**src/rtl/led_pattern_master.sv**
```systemverilog
// Avalon-MM master: every PERIOD_CYCLES it writes the next LED pattern, reads it back and checks it.
// Write asserts 1 cycle after a tick; requests hold while waitrequest=1, one extra tick is queued while busy.
module led_pattern_master #(
  parameter int PERIOD_CYCLES = 50_000_000
) (
  input  logic        clk,
  input  logic        reset_n,
  input  logic        enable,
  input  logic        mode,
  input  logic        clr_status,
  output logic        avm_m0_address,
  output logic        avm_m0_read,
  output logic        avm_m0_write,
  output logic [31:0] avm_m0_writedata,
  input  logic [31:0] avm_m0_readdata,
  input  logic        avm_m0_waitrequest,
  output logic [7:0]  pattern,
  output logic        busy,
  output logic        mismatch,
  output logic [7:0]  err_count,
  output logic        overrun
);

  localparam int CW = (PERIOD_CYCLES > 1) ? $clog2(PERIOD_CYCLES) : 1;
  localparam logic [CW-1:0] CNT_LAST = CW'(PERIOD_CYCLES - 1);

  typedef enum logic [1:0] {IDLE, WR, RD} state_t;

  state_t        state;
  logic [CW-1:0] cnt;
  logic          tick;
  logic          tick_pending;
  logic          rd_done;
  logic          rd_fail;
  logic [7:0]    nxt;
  logic          unused_readdata_hi;

  function automatic logic [7:0] next_pattern(input logic [7:0] p, input logic m);
    if (m)
      return p + 8'd1;
    else if (p == 8'h00 || p == 8'h80)
      return 8'h01;
    else
      return {p[6:0], 1'b0};
  endfunction

  assign tick               = enable && (cnt == CNT_LAST);
  assign nxt                = next_pattern(pattern, mode);
  assign rd_done            = (state == RD) && !avm_m0_waitrequest;
  assign rd_fail            = rd_done && (avm_m0_readdata[7:0] != pattern);
  assign unused_readdata_hi = ^avm_m0_readdata[31:8];

  assign avm_m0_address   = 1'b0;
  assign avm_m0_writedata = {24'b0, pattern};

  always_ff @(posedge clk) begin
    if (!reset_n) begin
      state        <= IDLE;
      cnt          <= '0;
      pattern      <= 8'h00;
      tick_pending <= 1'b0;
      avm_m0_read  <= 1'b0;
      avm_m0_write <= 1'b0;
      busy         <= 1'b0;
      mismatch     <= 1'b0;
      err_count    <= 8'h00;
      overrun      <= 1'b0;
    end else begin
      cnt <= (!enable || tick) ? '0 : cnt + CW'(1);

      if (clr_status) begin
        mismatch  <= 1'b0;
        err_count <= 8'h00;
        overrun   <= 1'b0;
      end

      // Only one tick can queue behind a live transaction; any further one is lost.
      if (tick && state != IDLE) begin
        if (tick_pending)
          overrun <= 1'b1;
        else
          tick_pending <= 1'b1;
      end

      case (state)
        IDLE: begin
          if (tick || tick_pending) begin
            pattern      <= nxt;
            avm_m0_write <= 1'b1;
            busy         <= 1'b1;
            tick_pending <= 1'b0;
            state        <= WR;
          end
        end
        WR: begin
          if (!avm_m0_waitrequest) begin
            avm_m0_write <= 1'b0;
            avm_m0_read  <= 1'b1;
            state        <= RD;
          end
        end
        RD: begin
          if (rd_done) begin
            avm_m0_read <= 1'b0;
            busy        <= 1'b0;
            state       <= IDLE;
          end
          // A failing compare beats a same-cycle clear.
          if (rd_fail) begin
            mismatch <= 1'b1;
            if (clr_status)
              err_count <= 8'h01;
            else if (err_count != 8'hFF)
              err_count <= err_count + 8'd1;
          end
        end
        default: state <= IDLE;
      endcase
    end
  end

endmodule

```
**config.mk**
```make
export PLATFORM = sky130hd
export DESIGN_NAME = led_pattern_master
export DESIGN_NICKNAME = d
export VERILOG_FILES = /design/src/rtl/led_pattern_master.sv
export SDC_FILE = /design/constraint.sdc
export NUM_CORES = 1
export LEC_CHECK = 0
export BUFFER_PORTS_ARGS = -buffer_cell sky130_fd_sc_hd__buf_4
export CORE_AREA = 2 2 78 110
export DETAILED_ROUTE_END_ITERATION = 12
export DIE_AREA = 0 0 80 112
export PLACE_DENSITY = 0.66
export SYNTH_ARGS = -nofsm -noshare
export SYNTH_HDL_FRONTEND = slang
export SYNTH_SLANG_ARGS = --single-unit
export TNS_END_PERCENT = 50
```
**constraint.sdc**
```tcl
create_clock -name clk -period 3.94 [get_ports clk]
set_clock_uncertainty 0.2 [all_clocks]
set_input_delay 0 -clock clk [delete_from_list [all_inputs] [get_ports clk]]
set_output_delay 0 -clock clk [all_outputs]
set_load 0.1 [all_outputs]
```
# [Word-level counts from Yosys, hierarchy flattened]
# Index checks and enable logic that the tools add are counted.
[word_totals] regBits=50 in_bits=38 out_inout_bits=54 elab_cells=71
[op_classes] add_sub_neg=3 eq_ne=9 n_mux=27 bitwise_logic=1 reduce_logical=21
[op_table] op="$mux W8" n=7
[op_table] op="$add A26 B1 Y26 const B" n=1
[op_table] op="$eq A26 B26 Y1 const B" n=1
[op_table] op="$add A8 B1 Y8 const B" n=2
[op_table] op="$mux W1" n=13
[op_table] op="$reduce_and A3 Y1" n=4
[op_table] op="$eq A8 B8 Y1 const B" n=1
[op_table] op="$logic_not A8 Y1" n=1
[op_table] op="$ne A8 B8 Y1" n=1
[op_table] op="$ne A8 B8 Y1 const B" n=1
[op_table] op="$reduce_bool A2 Y1" n=4
[op_table] op="$mux W2" n=3
[op_table] op="$ne A2 B2 Y1 const B" n=3
[op_table] op="$pmux W1 S2" n=3
[op_table] op="$pmux W2 S3" n=1
[op_table] op="$logic_and A1 B1 Y1" n=4
[op_table] op="$logic_or A1 B1 Y1" n=3
[op_table] op="$eq A2 B1 Y1 const B" n=1
[op_table] op="$eq A2 B2 Y1 const B" n=1
[op_table] op="$logic_not A1 Y1" n=2
[op_table] op="$logic_not A2 Y1" n=1
[op_table] op="$reduce_and A2 Y1" n=1
[op_table] op="$reduce_or A2 Y1" n=1
[op_table] op="$not A1 Y1" n=1

# [Longest topological paths before layout]
[depth] word_depth=6 ltp_mapped=7 mapped_depth_nobuf=7

# [Worst setup path after synthesis]
# No wires, ideal clock.
[synth_timing] path_kind="reg-to-reg" from="register pattern[3]" to="register err_count[7]" setup_ns=0.116 t_arrival_ns=2.265 t_required_ns=3.624 slack_ns=1.358 path_stages_with_launch=7 n_path_buf=1 synth_period_minus_slack_ns=2.582 cell_sequence="dfxtp_1 -> clkbuf_1 -> xor2_1 -> nor4_1 -> a211oi_2 -> a31oi_1 -> a41o_1"
[synth_via] elab_chain_len=4
[synth_rtl] item="start: declaration" line_no="17" rtl="output logic [7:0] pattern,"
[synth_rtl] item="start signal: assignment" line_no="88" rtl="pattern <= nxt;"
[synth_rtl] item="$ne A8 B8 Y1" line_no="50" rtl="assign rd_fail = rd_done && (avm_m0_readdata[7:0] != pattern);"
[synth_rtl] item="$logic_and A1 B1 Y1" line_no="50"
[synth_rtl] item="$mux W8" line_no="109" rtl="if (rd_fail) begin"
[synth_rtl] item="$mux W8" line_no="85" rtl="case (state)"
[synth_rtl] item="end signal: assignment" line_no="114" rtl="err_count <= err_count + 8'd1;"
[synth_rtl] item="end: declaration" line_no="20" rtl="output logic [7:0] err_count,"
# Every way passes these cells.
# A chain may end at the register's enable or synchronous reset.

# [Worst setup path in the final report]
[layout_timing] from="register pattern[3]" to="register err_count[0]"
# Same word-level chain as after synthesis.

==> results.toml <==
[outcome]
status = "finished, final reports clean"

[global_routing]
gr-total-overflow = 0
grt_pass1_vias = 2230
grt_pass1_wl_um = 9825
globalRouteMet3Util = 0.02269
track_usage = 0.1330
grtUsageMet1 = 0.1519
grt_max_degree = 27
grtUsageMet2 = 0.2417
grt_antenna_before_repair = 0
top_usage_layer = "met2"

[die]
die_area_mm2 = 0.008960
die_w_um = 80
fp.dieH_um = 112
rows = 39
fp.coreArea_mm2 = 0.008003
num_io_pins = 92
initial_core_util = 0.3429

[sta]
tightestPinTransition_ps = 979.3
finalCritPeriodShare = 0.8139
hold_viol = 0
period_needed_ps = 3207
slew_viol_final = 0
relSlewSlack = 0.3453
timing.hold.ws_ps = 248.2
fin_tns_setup_ps = 0
rsz0062_at_grt = "no"
setup_viol = 0
fmax_mhz = 311.9

[power]
leakage_nw = 1.294
vdd_ir_drop_max_mv = 0.1931
p_total_mw = 1.130
powerDensity_mw_per_mm2 = 349.3

[clock_network]
htreeDepth = 2
cts.reportedPaths.clkPinSlew_ps = 60
cts_buffers = 5
worstSkewPairLatency_ps = 280
root_buffer = "clkbuf_16"
cts_tree = "done"
cts.sinks = 50
cts_max_path_buffers = 2

[yosys]
ys.flop_type = "dfxtp_1"
syn_area_mm2 = 0.002744
ys_ff_latch = 50
synth_warnings = 0
ys_types = 48
async_reset_ff_frac = 0
syn_avg_cell_area_um2 = 8.240
ys_seq_area_frac = 0.3648
synth-edff-count = 0
syn_inst = 333

[setup_path]
slowest_delay_ps = 580
critPathTopFamily = "buffers and inverters"
crit_required_ps = 3910
cp.arrival_ps = 3180
crit_path_cell_trace = "xor2_1, nor4_1, a21oi_1, o211ai_1, dlygate4sd3_1, o21ai_0, dlygate4sd3_1"
critPathCaptureType = "register"
cpMostUsedCell = "dlygate4sd3_1"
start_kind = "register"
cpMaxStageDelayCell = "dlygate4sd3_1"
critPathBufInv = 2
worstSetupPathType = "register to register"
path_max_fanout = 12

[route]
drc = 0
routed_wl_um = 5863
postRouteAntennaNets = 0
drt_iter0_markers = 117
vias_per_cell = 5.015
vias = 2382
dr.pass1.iters = 5
drt-wirelength-per-cell_um = 12.34

[cells_and_area]
drive_gt1_frac = 0.1689
area_growth_pct = 17.87
nFillCells = 825
diodes = 0
finalNetCount = 414

[job]
drv_cap = 0

[place]
gp_congestion = 0.8723
io_buffers = 42
dp_hpwl_um = 4284

[hold_path]
hold_class = "register to register"
## synthesized netlist by cell type (2+ instances only)
cell,n,area share
xor2_1,24,0.077
a31oi_1,3,0.0068
nor3_1,8,0.015
o21ai_0,16,0.029
or2_2,3,0.0068
and3_1,8,0.018
buf_2,2,0.0036
nand2_1,29,0.040
nor4_1,6,0.014
clkbuf_1,6,0.0082
buf_4,33,0.090
nand4b_1,2,0.0064
dfxtp_1,50,0.36
nor2_1,43,0.059
o31ai_1,2,0.0055
nand3_1,19,0.035
mux2i_1,2,0.0073
xnor2_1,8,0.026
inv_1,12,0.016
o211ai_1,3,0.0082
a41o_1,2,0.0073
ha_1,4,0.018
a211oi_1,3,0.0082
a21oi_1,10,0.018
o32ai_1,3,0.0096
nand4_1,10,0.023
## cell type report
class | instances | area [um2] | area share
multi-input cells | 252 | 1493 | 0.4615
flip-flops and latches | 50 | 1001 | 0.3095
repair buffers | 51 | 402.9 | 0.1246
well taps | 102 | 127.6 | 0.03946
clock buffers | 5 | 125.1 | 0.03868
inverters | 12 | 45.04 | 0.01393
clock inverters | 3 | 40.04 | 0.01238
## worst paths after layout
check,slack (ps),startpoint,to,cells past startpoint
min,250,cnt[0]$_SDFF_PP0_,cnt[0]$_SDFF_PP0_,1
max reg2reg,730,pattern[3]$_SDFFE_PN0P_,err_count[0]$_SDFF_PN0_,7
max,730,pattern[3]$_SDFFE_PN0P_,err_count[0]$_SDFF_PN0_,7
min reg2reg,250,cnt[0]$_SDFF_PP0_,cnt[0]$_SDFF_PP0_,1
## flip-flops by register name, summed over array words and instances (netlist names)
register	flops
cnt	26
err_count	8
pattern	8
state	2
avm_m0_read	1
avm_m0_write	1
busy	1
mismatch	1
overrun	1
tick_pending	1
## per-layer routing
| layer | share of wire | vias up |
|---|---|---|
| met4 | 0.014 | 0 |
| met5 | 0 | - |
| met1 | 0.42 | 1124 |
| li1 | - | 1175 |
| met3 | 0.046 | 10 |
| met2 | 0.52 | 73 |
## worst register-to-register path: cells and delay by family, from the launching register on
kind	cells	cell delay, ps
XOR/XNOR	1	120
AO/OA/AOI/OAI	3	510
buffers and inverters	2	1140
flip-flops	1	570
AND/OR/NAND/NOR	1	560
## through the flow
| stage | util | setup slack (ps) | cell area (um2) | std cells |
|---|---|---|---|---|
| after floorplan | - | 1358 | 2834 | 357 |
| after global placement | 0.3735 | 1410 | 2989 | 459 |
| after detailed placement | 0.3735 | 1343 | 2989 | 459 |
| after CTS | 0.4042 | 739.4 | 3234 | 475 |
| after global routing | 0.4042 | 540.2 | 3234 | 475 |
| final | 0.4042 | 733.3 | 3234 | 475 |
## timing repair
action | 4_1_cts | 5_1_grt
endpoints found under the setup margin | 0 | 0
gates resized for setup | 0 | 0
endpoints found under the hold margin | 19 | 0
buffers inserted | 0 | 0
hold buffers | 8 | 0
## cells in the final DEF, fill, tap and decap left out, types with 10 or more instances in the layout
cell,count
nand2_1,29
xor2_1,24
nand4_1,10
nor2_1,43
conb_1,25
buf_4,43
dfxtp_1,50
a21oi_1,10
inv_1,12
o21ai_0,16
nand3_1,19
## power breakdown
part           total, mW  switching, mW  internal, mW
clock              0.480          0.183         0.297
combinational      0.143          0.126        0.0170
sequential         0.507       0.000622         0.506
total               1.13          0.309         0.820
## kinds of logic after synthesis
group                    count (synthesis)  share of synthesized area
AO/OA/AOI/OAI                           50                     0.1263
buffers and inverters                   55                     0.1240
flip-flops                              50                     0.3648
other                                    1                   0.001367
multiplexers                             2                   0.007296
XOR/XNOR                                32                     0.1021
adder cells (fa/ha/maj)                  4                    0.01824
AND/OR/NAND/NOR                        139                     0.2558
(Power assumes the default switching activity.)
